File: config.mk
export PLATFORM = sky130hd
export DESIGN_NAME = hazard_forward_ctrl_flat
export DESIGN_NICKNAME = d
export VERILOG_FILES = /design/src/rtl/hazard_forward_ctrl_if.sv /design/src/rtl/hazard_forward_ctrl.sv /design/src/flat_wrapper.sv
export SDC_FILE = /design/constraint.sdc
export NUM_CORES = 1
export LEC_CHECK = 0
export BUFFER_PORTS_ARGS = -buffer_cell sky130_fd_sc_hd__buf_2
export CAP_MARGIN = 5
export CORE_ASPECT_RATIO = 1.75
export CORE_MARGIN = 2
export CORE_UTILIZATION = 57
export CTS_BUF_LIST = sky130_fd_sc_hd__clkbuf_16
export DETAILED_ROUTE_END_ITERATION = 10
export GPL_ROUTABILITY_DRIVEN = 0
export GPL_TIMING_DRIVEN = 0
export HOLD_SLACK_MARGIN = 0.15
export PLACE_DENSITY = 0.87
export SLEW_MARGIN = 20
export SYNTH_ARGS = -nofsm -noshare
export SYNTH_HDL_FRONTEND = slang
export SYNTH_SLANG_ARGS = --single-unit
File: constraint.sdc
create_clock -name clk -period 4.7 [get_ports clk]
set_clock_uncertainty 0.15 [all_clocks]
set_input_delay 0.94 -clock clk [delete_from_list [all_inputs] [get_ports clk]]
set_output_delay 0.94 -clock clk [all_outputs]
set_load 0.02 [all_outputs]
File: src/rtl/hazard_forward_ctrl_if.sv
// Signal bundle between the ID/EX pipeline and the hazard/forwarding controller.
interface hazard_forward_ctrl_if #(
  parameter int unsigned NSRC   = 2,
  parameter int unsigned NFWD   = 2,
  parameter int unsigned REG_AW = 5,
  parameter int unsigned SELW   = $clog2(NFWD + 1)
);
  logic [NSRC*REG_AW-1:0] ex_src;
  logic [NFWD*REG_AW-1:0] fwd_dest;
  logic [NFWD-1:0]        fwd_wen;
  logic [NSRC*SELW-1:0]   fwd_sel;
  logic [NSRC*REG_AW-1:0] id_src;
  logic [NSRC-1:0]        id_src_used;
  logic                   ex_is_load;
  logic [REG_AW-1:0]      ex_dest;
  logic                   ex_wen;
  logic                   id_issue_long;
  logic [REG_AW-1:0]      id_dest;
  logic                   long_done;
  logic [REG_AW-1:0]      long_dest;
  logic                   flush;
  logic                   stall_id;
  logic                   bubble_ex;
  logic [2**REG_AW-1:0]   sb_busy;

  modport master (
    output ex_src, fwd_dest, fwd_wen, id_src, id_src_used, ex_is_load, ex_dest, ex_wen,
           id_issue_long, id_dest, long_done, long_dest, flush,
    input  fwd_sel, stall_id, bubble_ex, sb_busy
  );

  modport slave (
    input  ex_src, fwd_dest, fwd_wen, id_src, id_src_used, ex_is_load, ex_dest, ex_wen,
           id_issue_long, id_dest, long_done, long_dest, flush,
    output fwd_sel, stall_id, bubble_ex, sb_busy
  );
endinterface

File: src/rtl/hazard_forward_ctrl.sv
// Operand forwarding select, load-use stall FSM and long-latency register scoreboard.
// Forward selects and stall/bubble are combinational; only FSM and scoreboard are state.
module hazard_forward_ctrl #(
  parameter int unsigned NSRC   = 2,
  parameter int unsigned NFWD   = 2,
  parameter int unsigned REG_AW = 5,
  parameter int unsigned LD_LAT = 2
) (
  input logic             clk,
  input logic             rst_n,
  hazard_forward_ctrl_if.slave bus
);
  localparam int unsigned SELW = $clog2(NFWD + 1);
  localparam int unsigned NREG = 2**REG_AW;
  localparam int unsigned CNTW = (LD_LAT < 4) ? 2 : $clog2(LD_LAT);

  typedef enum logic [0:0] {ST_RUN, ST_LD_WAIT} state_t;

  state_t              r_state, w_state_nxt;
  logic [CNTW-1:0]     r_ld_cnt, w_ld_cnt_nxt;
  logic [NREG-1:0]     r_sb_busy, w_sb_nxt;
  logic [NSRC*SELW-1:0] w_fwd_sel;
  logic                w_src_match;
  logic                w_ld_use;
  logic                w_sb_haz;
  logic                w_fsm_stall;
  logic                w_stall;
  logic                w_sb_set;

  // Per operand: descending scan so the youngest matching producer overwrites older ones
  always_comb begin
    w_fwd_sel = '0;
    for (int i = 0; i < int'(NSRC); i++) begin
      for (int k = int'(NFWD); k >= 1; k--) begin
        if (bus.fwd_wen[k-1] &&
            (bus.fwd_dest[(k-1)*REG_AW +: REG_AW] == bus.ex_src[i*REG_AW +: REG_AW]) &&
            (bus.fwd_dest[(k-1)*REG_AW +: REG_AW] != '0)) begin
          w_fwd_sel[i*SELW +: SELW] = SELW'(k);
        end
      end
    end
  end

  // Load-use and scoreboard (RAW + WAW) hazard detection
  always_comb begin
    w_src_match = 1'b0;
    w_sb_haz    = 1'b0;
    for (int i = 0; i < int'(NSRC); i++) begin
      if (bus.id_src_used[i] && (bus.id_src[i*REG_AW +: REG_AW] == bus.ex_dest)) begin
        w_src_match = 1'b1;
      end
      if (bus.id_src_used[i] && r_sb_busy[bus.id_src[i*REG_AW +: REG_AW]]) begin
        w_sb_haz = 1'b1;
      end
    end
    if (bus.id_issue_long && r_sb_busy[bus.id_dest]) begin
      w_sb_haz = 1'b1;
    end
    w_ld_use = bus.ex_is_load && bus.ex_wen && (bus.ex_dest != '0) && w_src_match;
  end

  // Load-use FSM next state
  always_comb begin
    w_state_nxt  = r_state;
    w_ld_cnt_nxt = r_ld_cnt;
    w_fsm_stall  = 1'b0;
    case (r_state)
      ST_RUN: begin
        if (w_ld_use) begin
          w_fsm_stall = 1'b1;
          if (LD_LAT > 1) begin
            w_state_nxt  = ST_LD_WAIT;
            w_ld_cnt_nxt = CNTW'(LD_LAT - 1);
          end
        end
      end
      ST_LD_WAIT: begin
        w_fsm_stall  = 1'b1;
        w_ld_cnt_nxt = r_ld_cnt - CNTW'(1);
        if (r_ld_cnt == CNTW'(1)) begin
          w_state_nxt = ST_RUN;
        end
      end
      default: w_state_nxt = ST_RUN;
    endcase
    if (bus.flush) begin
      w_state_nxt  = ST_RUN;
      w_ld_cnt_nxt = '0;
    end
  end

  assign w_stall = !bus.flush && (w_fsm_stall || w_sb_haz);
  assign w_sb_set = bus.id_issue_long && !w_stall && !bus.flush && (bus.id_dest != '0);

  // Scoreboard next value: clear first so a same-cycle set on the same reg wins
  always_comb begin
    w_sb_nxt = r_sb_busy;
    if (bus.long_done) begin
      w_sb_nxt[bus.long_dest] = 1'b0;
    end
    if (w_sb_set) begin
      w_sb_nxt[bus.id_dest] = 1'b1;
    end
    w_sb_nxt[0] = 1'b0;
  end

  always_ff @(posedge clk or negedge rst_n) begin
    if (!rst_n) begin
      r_state   <= ST_RUN;
      r_ld_cnt  <= '0;
      r_sb_busy <= '0;
    end else begin
      r_state   <= w_state_nxt;
      r_ld_cnt  <= w_ld_cnt_nxt;
      r_sb_busy <= w_sb_nxt;
    end
  end

  assign bus.fwd_sel   = w_fwd_sel;
  assign bus.stall_id  = w_stall;
  assign bus.bubble_ex = w_stall;
  assign bus.sb_busy   = r_sb_busy;

endmodule

File: src/flat_wrapper.sv
// flat-port wrapper written by rule: the top's interface ports become plain ports
module hazard_forward_ctrl_flat 
#(
  parameter int unsigned NSRC   = 2,
  parameter int unsigned NFWD   = 2,
  parameter int unsigned REG_AW = 5,
  parameter int unsigned LD_LAT = 2
)
  (clk, rst_n, bus_ex_src, bus_fwd_dest, bus_fwd_wen, bus_id_src, bus_id_src_used, bus_ex_is_load, bus_ex_dest, bus_ex_wen, bus_id_issue_long, bus_id_dest, bus_long_done, bus_long_dest, bus_flush, bus_fwd_sel, bus_stall_id, bus_bubble_ex, bus_sb_busy);
  hazard_forward_ctrl_if #(.NSRC(NSRC), .NFWD(NFWD), .REG_AW(REG_AW)) bus_i ();
  input logic clk;
  input logic rst_n;
  input wire logic [$bits(bus_i.ex_src)-1:0] bus_ex_src;
  input wire logic [$bits(bus_i.fwd_dest)-1:0] bus_fwd_dest;
  input wire logic [$bits(bus_i.fwd_wen)-1:0] bus_fwd_wen;
  input wire logic [$bits(bus_i.id_src)-1:0] bus_id_src;
  input wire logic [$bits(bus_i.id_src_used)-1:0] bus_id_src_used;
  input wire logic [$bits(bus_i.ex_is_load)-1:0] bus_ex_is_load;
  input wire logic [$bits(bus_i.ex_dest)-1:0] bus_ex_dest;
  input wire logic [$bits(bus_i.ex_wen)-1:0] bus_ex_wen;
  input wire logic [$bits(bus_i.id_issue_long)-1:0] bus_id_issue_long;
  input wire logic [$bits(bus_i.id_dest)-1:0] bus_id_dest;
  input wire logic [$bits(bus_i.long_done)-1:0] bus_long_done;
  input wire logic [$bits(bus_i.long_dest)-1:0] bus_long_dest;
  input wire logic [$bits(bus_i.flush)-1:0] bus_flush;
  output wire logic [$bits(bus_i.fwd_sel)-1:0] bus_fwd_sel;
  output wire logic [$bits(bus_i.stall_id)-1:0] bus_stall_id;
  output wire logic [$bits(bus_i.bubble_ex)-1:0] bus_bubble_ex;
  output wire logic [$bits(bus_i.sb_busy)-1:0] bus_sb_busy;
  assign bus_i.ex_src = bus_ex_src;
  assign bus_i.fwd_dest = bus_fwd_dest;
  assign bus_i.fwd_wen = bus_fwd_wen;
  assign bus_i.id_src = bus_id_src;
  assign bus_i.id_src_used = bus_id_src_used;
  assign bus_i.ex_is_load = bus_ex_is_load;
  assign bus_i.ex_dest = bus_ex_dest;
  assign bus_i.ex_wen = bus_ex_wen;
  assign bus_i.id_issue_long = bus_id_issue_long;
  assign bus_i.id_dest = bus_id_dest;
  assign bus_i.long_done = bus_long_done;
  assign bus_i.long_dest = bus_long_dest;
  assign bus_i.flush = bus_flush;
  assign bus_fwd_sel = bus_i.fwd_sel;
  assign bus_stall_id = bus_i.stall_id;
  assign bus_bubble_ex = bus_i.bubble_ex;
  assign bus_sb_busy = bus_i.sb_busy;
  hazard_forward_ctrl #(.NSRC(NSRC), .NFWD(NFWD), .REG_AW(REG_AW), .LD_LAT(LD_LAT)) u_core (.clk(clk), .rst_n(rst_n), .bus(bus_i));
endmodule
# Word-level counts from Yosys, hierarchy flattened
# Index checks and enable logic that the tools add are counted.
# Widths: inputs -> output; s select.
[op_classes]
add_sub_neg = 1
mux = 29
n_reduce_logical = 29
bitwise = 4
n_lt_le_gt_ge = 6
eq_ne = 8
[op_table]
columns = ["operator", "n"]
rows = [
  ["$mux 32", 2],
  ["$and 32x32->32", 1],
  ["$not 32->32", 1],
  ["$or 32x32->32", 1],
  ["$eq 5x5->1", 6],
  ["$lt 5x6->1 const B", 4],
  ["$logic_and 1x1->1", 22],
  ["$reduce_bool 5->1", 4],
  ["$bmux 1 s5", 3],
  ["$mux 1", 13],
  ["$mux 2", 6],
  ["$demux 1 s5", 2],
  ["$ge 5x1->1 const B", 2],
  ["$pmux 1 s2", 2],
  ["$pmux 2 s2", 1],
  ["$ne 3x2->1 const B", 1],
  ["$eq 2x1->1 const B", 1],
  ["$logic_not 1->1", 2],
  ["$sub 2x1->2 const B", 1],
  ["$logic_or 1x1->1", 1],
  ["$not 1->1", 1],
]
[totals]
ff_bits = 34
wordCells = 80

# Logic depth before layout (Yosys ltp)
# Gate-level depths: netlist of run 1.
[depth]
ltp_word = 14
mapped_depth = 9
depth_no_buf = 6

# Worst setup path before layout of run 1
# Ideal clock, no wire load.
[synth_timing]
path_type = "input to output"
from = "input bus_id_src[6]"
to = "output bus_stall_id"
path_stages = 8
required_time_ps = 3610
t_arrival_ps = 2922
n_path_buf = 3
setup_slack_ps = 688
path_cell_list = "buf_6 -> mux4_2 -> mux4_2 -> o21ai_2 -> o211ai_4 -> buf_6 -> o21ba_1 -> buf_4"
[synth_via]
elab_chain_cells = 8
[synth_lines]
columns = ["item", "line", "text"]
rows = [
  ["start: declaration", "flat_wrapper.sv:16", "input wire logic [$bits(bus_i.id_src)-1:0] bus_id_src;"],
  ["branches (longest 6 deep; another with $bmux 1 s5)", "n/a", ""],
  ["$logic_or 1x1->1 *", "hazard_forward_ctrl.sv:92", "assign w_stall = !bus.flush && (w_fsm_stall || w_sb_haz);"],
  ["$logic_and 1x1->1 *", "hazard_forward_ctrl.sv:92", ""],
  ["end: declaration", "flat_wrapper.sv:27", "output wire logic [$bits(bus_i.stall_id)-1:0] bus_stall_id;"],
]
# Every way passes the cells marked *. The select of a mux whose other input is x is not followed.

# Worst setup path after layout of run 1
[layout_timing]
from = "input bus_id_src[2]"
to = "output bus_stall_id"
[layout_via]
elab_chain_cells = 9
[layout_lines]
columns = ["item", "line"]
rows = [
  ["branches (longest 7 deep; another with $bmux 1 s5)", "n/a"],
  ["$logic_or 1x1->1 *", "hazard_forward_ctrl.sv:92"],
  ["$logic_and 1x1->1 *", "hazard_forward_ctrl.sv:92"],
]
# Marked as above.

==> impl_metrics.ini, run 1 <==
[route]
detail_route.wl_per_cell_um = 23.0
detail_route.iter0.violations = 207
vias = 3059
drcViolationCount = 0
postRouteAntennaNets = 0
wl_um = 10000
first_pass_iters = 6
routed_via_density = 7.02

[yosys]
syn_avg_cell_area_um2 = 10.8
synth_top_family_by_area = compound AO/OA/AOI/OAI gates
synth_edf_count = 0
syn_inst = 287
synthMuxAreaShare_pct = 18.6
ys_top_cells_by_area = dfrtp_1, mux4_2, o41ai_2
synth-compound-area-share_pct = 23.4
synth_top_cell_by_area = dfrtp_1
synth_top_area_share_pct = 27.3
syn_nets = 344
ys_types = 55
synthFlopType = dfrtp_1
async_reset_ff_share_pct = 100
synth-xor-area-share_pct = 8.44
syn_area_um2 = 3110
synth_adder_area_share_pct = 0.402
synth_warnings = 0
ys_ff_latch = 34
ys_seq_area_share_pct = 27.3
synthSimpleGateAreaFrac_pct = 14.8

[sta]
setup_tns_ns = 0
fin_crit_ns = 4.38
hold_viol_final = 0
slew_headroom_pct = 47.9
finalSetupViolations = 0
fmaxAchievable_mhz = 228
max_slew.worst_pin.slew_ns = 0.782
min_period_over_period_pct = 93.3
maxSlewViolCount = 0
rsz0062_at_grt = false

[layout]
fill_cells = 392
seq_area_um2 = 851
final_util_pct = 71.3
drive_gt1_share_pct = 40.2
final_cell_mix = buf_2, o21ai_0, dfrtp_1, o41ai_2, xnor2_1
mostFrequentLayoutCell = buf_2
area_growth_pct = 20.5
num_antenna_cells = 0
multi_input_area_um2 = 2050
nets = 437

[floorplanning]
coreArea_um2 = 5260
rows = 35
io_pins = 94
dieHeight_um = 102
die_w_um = 59.9
die_area_um2 = 6090
start_util_pct = 59.2

[setup_path]
cp-end-kind = primary output
criticalPathCategory = in2out
crit_required_ns = 3.61
r2r_end = u_core.bus.sb_busy[20]$_DFF_PN0_
r2r_start = u_core.bus.sb_busy[9]$_DFF_PN0_
r2r_cells = 7
cp.arrival_ns = 3.29
crit_fanout = 10
regToRegSetupSlack_ns = 1.87
cp-start-kind = primary input

[cts]
cts_setup_buffers = 0
cts_hold_buf = 0
cts_buffers = 5
post_cts_resized = 0
clock_sinks = 34
cts_tree = built
root_buffer = clkbuf_16
clkTransAtPathRegs_ns = 0.05
cts_buffer_depth = 2
clock_latency_ns = 0.28
htreeDepth = 2

[min_path]
hold_end = u_core.r_ld_cnt[0]$_DFFE_PN0P_
hp-class = reg2reg
worstHoldStart = u_core.r_ld_cnt[0]$_DFFE_PN0P_
hold_path_depth = 1

[grt]
antenna_found_initial = 0
grt_pass1_wl_um = 15500
grt_pass1_vias = 3132
overflow = 0
grt.total_usage_pct = 34.7
grt_max_degree = 35

[pwr]
p_sw_mw = 0.474
intPower_mw = 0.750
pwr-share-seq_pct = 34.3
power.combinational.fraction_pct = 40.0
power_density_nw_per_um2 = 327
switching_share_pct = 38.7
p_leak_nw = 1.71
vdd_drop_max_uv = 200
p_clk_share_pct = 25.7

[run]
maxCapViolCount = 0

[place]
dp_hpwl_um = 7560
port_buffers = 86

[run_status]
status = finished, final reports clean
-- layout make-up --
type	instances	share of cell area, %
multi-input combinational	226	54.6
inverter	4	0.401
timing repair buffer	86	11.5
buffer	23	5.34
clock buffer	5	3.34
clock inverter	3	0.334
sequential	34	22.7
tap	55	1.84
-- worst max path at each step --
stage	startpoint	endpoint	slack [ns]	cells after the start
6_report	bus_id_src[2]	bus_stall_id	0.32	10
5_1_grt	bus_id_src[2]	bus_stall_id	0.27	10
4_1_cts	bus_id_src[2]	bus_stall_id	0.35	10
3_5_place_dp	bus_id_src[2]	bus_stall_id	0.35	10
3_3_place_gp	bus_id_src[2]	bus_stall_id	0.45	10
2_1_floorplan	bus_id_src[6]	bus_stall_id	0.69	8
-- cell usage after synthesis, types with 6 or more instances --
master / number
nand3_1: 9
mux2i_1: 12
dfrtp_1: 34
o41ai_1: 14
nand3b_1: 6
o21ai_0: 34
xor2_1: 14
nand2_1: 14
nor2_1: 8
o41ai_2: 17
buf_6: 9
mux4_2: 15
nor4_1: 7
xnor2_1: 16
-- stage by stage --
| stage | instances | total power [mW] | worst slack [ns] | hold slack (ns) | cell area (µm²) |
|---|---|---|---|---|---|
| 2_1_floorplan | 287 | 0.723 | 0.688 | 0.302 | 3110 |
| 3_3_place_gp | 428 | 0.885 | 0.452 | 0.330 | 3610 |
| 3_5_place_dp | 428 | 0.903 | 0.354 | 0.352 | 3610 |
| 4_1_cts | 436 | 1.21 | 0.352 | 0.364 | 3750 |
| 5_1_grt | 436 | 1.27 | 0.271 | 0.388 | 3750 |
| 6_report | 436 | 1.22 | 0.317 | 0.356 | 3750 |
-- power by group through the flow --
stage / Clock (mW) / Sequential, mW / Combinational (mW)
final: 0.315 / 0.420 / 0.489
after CTS: 0.312 / 0.416 / 0.487
after global routing: 0.325 / 0.425 / 0.517
after global placement: 0 / 0.416 / 0.468
after detailed placement: 0 / 0.421 / 0.482
after floorplan: 0 / 0.456 / 0.267
-- state kept, by name (all words and copies together), names as in the netlist --
register and count:
u_core.r_ld_cnt 2, u_core.r_state 1, u_core.bus.sb_busy 31
-- layer usage --
layer	vias up	global-route usage, %	wire (µm)
li1	1324	-	-
met1	1426	36.7	3170
met2	244	60.3	5250
met3	65	4.21	874
met4	0	25.8	745
met5	-	0	0
-- cell families (layout without fill, tap and decap cells) --
family	after synthesis	after routing
flops	34	34
fa+ha+maj	1	1
compound gates	82	82
mux	35	35
buf+inv	27	121
other cells	1	1
simple gates	77	77
xor+xnor	30	30
-- critical path: stages --
cell and delay, ns:
clkbuf_1 0.43, mux4_2 0.39, mux2i_1 0.19, nor3_1 0.08, nor4_2 0.39, o211ai_4 0.20
buf_6 0.20, o21ba_1 0.20, buf_4 0.12, buf_2 0.15
No activity file was read; power rests on OpenSTA's default activity.
==> run 2: changes to the inputs <==
CORE_ASPECT_RATIO = 0.7   (was 1.75)
==> run 2 against run 1 <==
Effect of this change:
- combinational power is 1% lower
- highest routed layer unchanged
- count of clock-buffer cells in the layout unchanged
- power increased by 5.2%
==> impl_metrics.ini, run 2 (synthesis results as in run 1) <==
[layout]
nets = 437
layout.cells.non_filler = 453
drive_gt1_share_pct = 40.2
finish.instance_area_um2 = 3790
seq_area_um2 = 851
num_antenna_cells = 0
largest_reg_flops = 31
area_growth_pct = 22.0
fill_cells = 402
multi_input_area_um2 = 2050
final_cell_mix = buf_2, o21ai_0, dfrtp_1, o41ai_2, xnor2_1
mostFrequentLayoutCell = buf_2

[pwr]
p_leak_nw = 1.73
vdd_drop_max_uv = 220
pwr-share-seq_pct = 34.2
switching_share_pct = 37.6
p_clk_share_pct = 28.5
intPower_mw = 0.804
power.combinational.fraction_pct = 37.4
p_sw_mw = 0.484
power_density_nw_per_um2 = 339

[route]
wl_um = 10100
postRouteAntennaNets = 0
first_pass_iters = 7
vias = 3099
routed_via_density = 6.84
drcViolationCount = 0
detail_route.wl_per_cell_um = 22.2
detail_route.iter0.violations = 406

[sta]
finalSetupViolations = 0
min_period_over_period_pct = 91.1
setup_tns_ns = 0
fin_crit_ns = 4.28
slew_headroom_pct = 50.1
max_slew.worst_pin.slew_ns = 0.748
hold_viol_final = 0
rsz0062_at_grt = false
fmaxAchievable_mhz = 233
maxSlewViolCount = 0

[floorplanning]
io_pins = 94
start_util_pct = 59.2
die_w_um = 92.3
dieHeight_um = 65.8
coreArea_um2 = 5260
die_area_um2 = 6080
rows = 22

[cts]
clkTransAtPathRegs_ns = 0.05
clock_sinks = 34
post_cts_resized = 0
htreeDepth = 2
cts_setup_buffers = 0
cts_hold_buf = 0
root_buffer = clkbuf_16
cts_tree = built
cts_buffer_depth = 2
clock_latency_ns = 0.28
cts_buffers = 5

[setup_path]
cp-end-kind = primary output
cp-start-kind = primary input
crit_chain = clkbuf_1 -> mux4_2 -> mux2i_1 -> nor3_1 -> nor4_2 -> o211ai_4 -> buf_6 -> o21ba_1 -> buf_4 -> buf_2
cp.arrival_ns = 3.19
critPathMaxStageDelay_ns = 0.39
r2r_cells = 7
criticalPathCategory = in2out
crit_fanout = 10
crit_required_ns = 3.61
critPathSlowestCell = clkbuf_1

[grt]
overflow = 0
antenna_found_initial = 0
grt_pass1_vias = 3039
grt_max_degree = 35
grt.total_usage_pct = 34.1
grt_pass1_wl_um = 15800

[place]
place_inst = 445
dpl-instance-area_um2 = 3630
port_buffers = 86
dp_hpwl_um = 7240

[run]
maxCapViolCount = 0

[min_path]
hold_path_depth = 1
hp-class = reg2reg

[run_status]
status = finished, final reports clean
run 2: changes by cell type in the layout (fill, tap and decap cells not counted):
cell / previous run / this run
bufinv_16: 0 / 1
inv_1: 5 / 6
clkinv_1: 1 / 0
clkinv_2: 1 / 0
run 2: power by group through the flow:
stage                     Combinational (mW)  Clock, mW  Sequential (mW)
after detailed placement               0.470          0            0.435
after CTS                              0.478      0.364            0.429
final                                  0.482      0.367            0.440
after global placement                 0.459          0            0.431
after floorplan                        0.267          0            0.456
after global routing                   0.515      0.377            0.441
run 2: metrics by stage:
step	util (%)	total power, mW	setup WS [ns]	hold slack [ns]
detailed placement	69.1	0.905	0.440	0.343
global placement	69.1	0.890	0.463	0.327
global route	72.2	1.33	0.281	0.354
CTS	72.2	1.27	0.426	0.350
finish	72.2	1.29	0.417	0.351
floorplan	-	0.723	0.688	0.302
run 2: final timing paths:
check,from,end,slack (ns)
worst min register to register,u_core.r_ld_cnt[0]$_DFFE_PN0P_,u_core.r_ld_cnt[0]$_DFFE_PN0P_,0.35
max in group asynchronous,rst_n,u_core.bus.sb_busy[16]$_DFF_PN0_,3.35
min in group asynchronous,rst_n,u_core.bus.sb_busy[26]$_DFF_PN0_,0.58
worst max-delay path,bus_id_src[2],bus_stall_id,0.42
worst min-delay path,u_core.r_ld_cnt[0]$_DFFE_PN0P_,u_core.r_ld_cnt[0]$_DFFE_PN0P_,0.35
worst max register to register,u_core.bus.sb_busy[27]$_DFF_PN0_,u_core.bus.sb_busy[14]$_DFF_PN0_,1.92
run 2: per-layer routing:
layer / vias to the layer above / track usage (%) / wire, µm / part of all wire (%)
met2: 226 / 53.1 / 4500 / 45
met3: 44 / 10.1 / 1320 / 13
met4: 0 / 13.1 / 272 / 2.7
met5: - / 0 / 0 / 0
met1: 1502 / 45.2 / 3970 / 39
li1: 1327 / - / - / -
run 2: critical path: cells and delay by family:
kind	cells	cell delay, ns
AOI/OAI and AO/OA	2	0.39
buffers and inverters	4	0.86
muxes	2	0.55
and+or+nand+nor	2	0.45
run 2: final cells by class:
class	count	area share, %
Multi-Input combinational cell	226	53.9
Sequential cell	34	22.4
Timing Repair Buffer	86	11.3
Buffer	23	5.28
Clock buffer	5	3.30
Tap cell	72	2.37
Clock inverter	3	0.989
Inverter	4	0.396
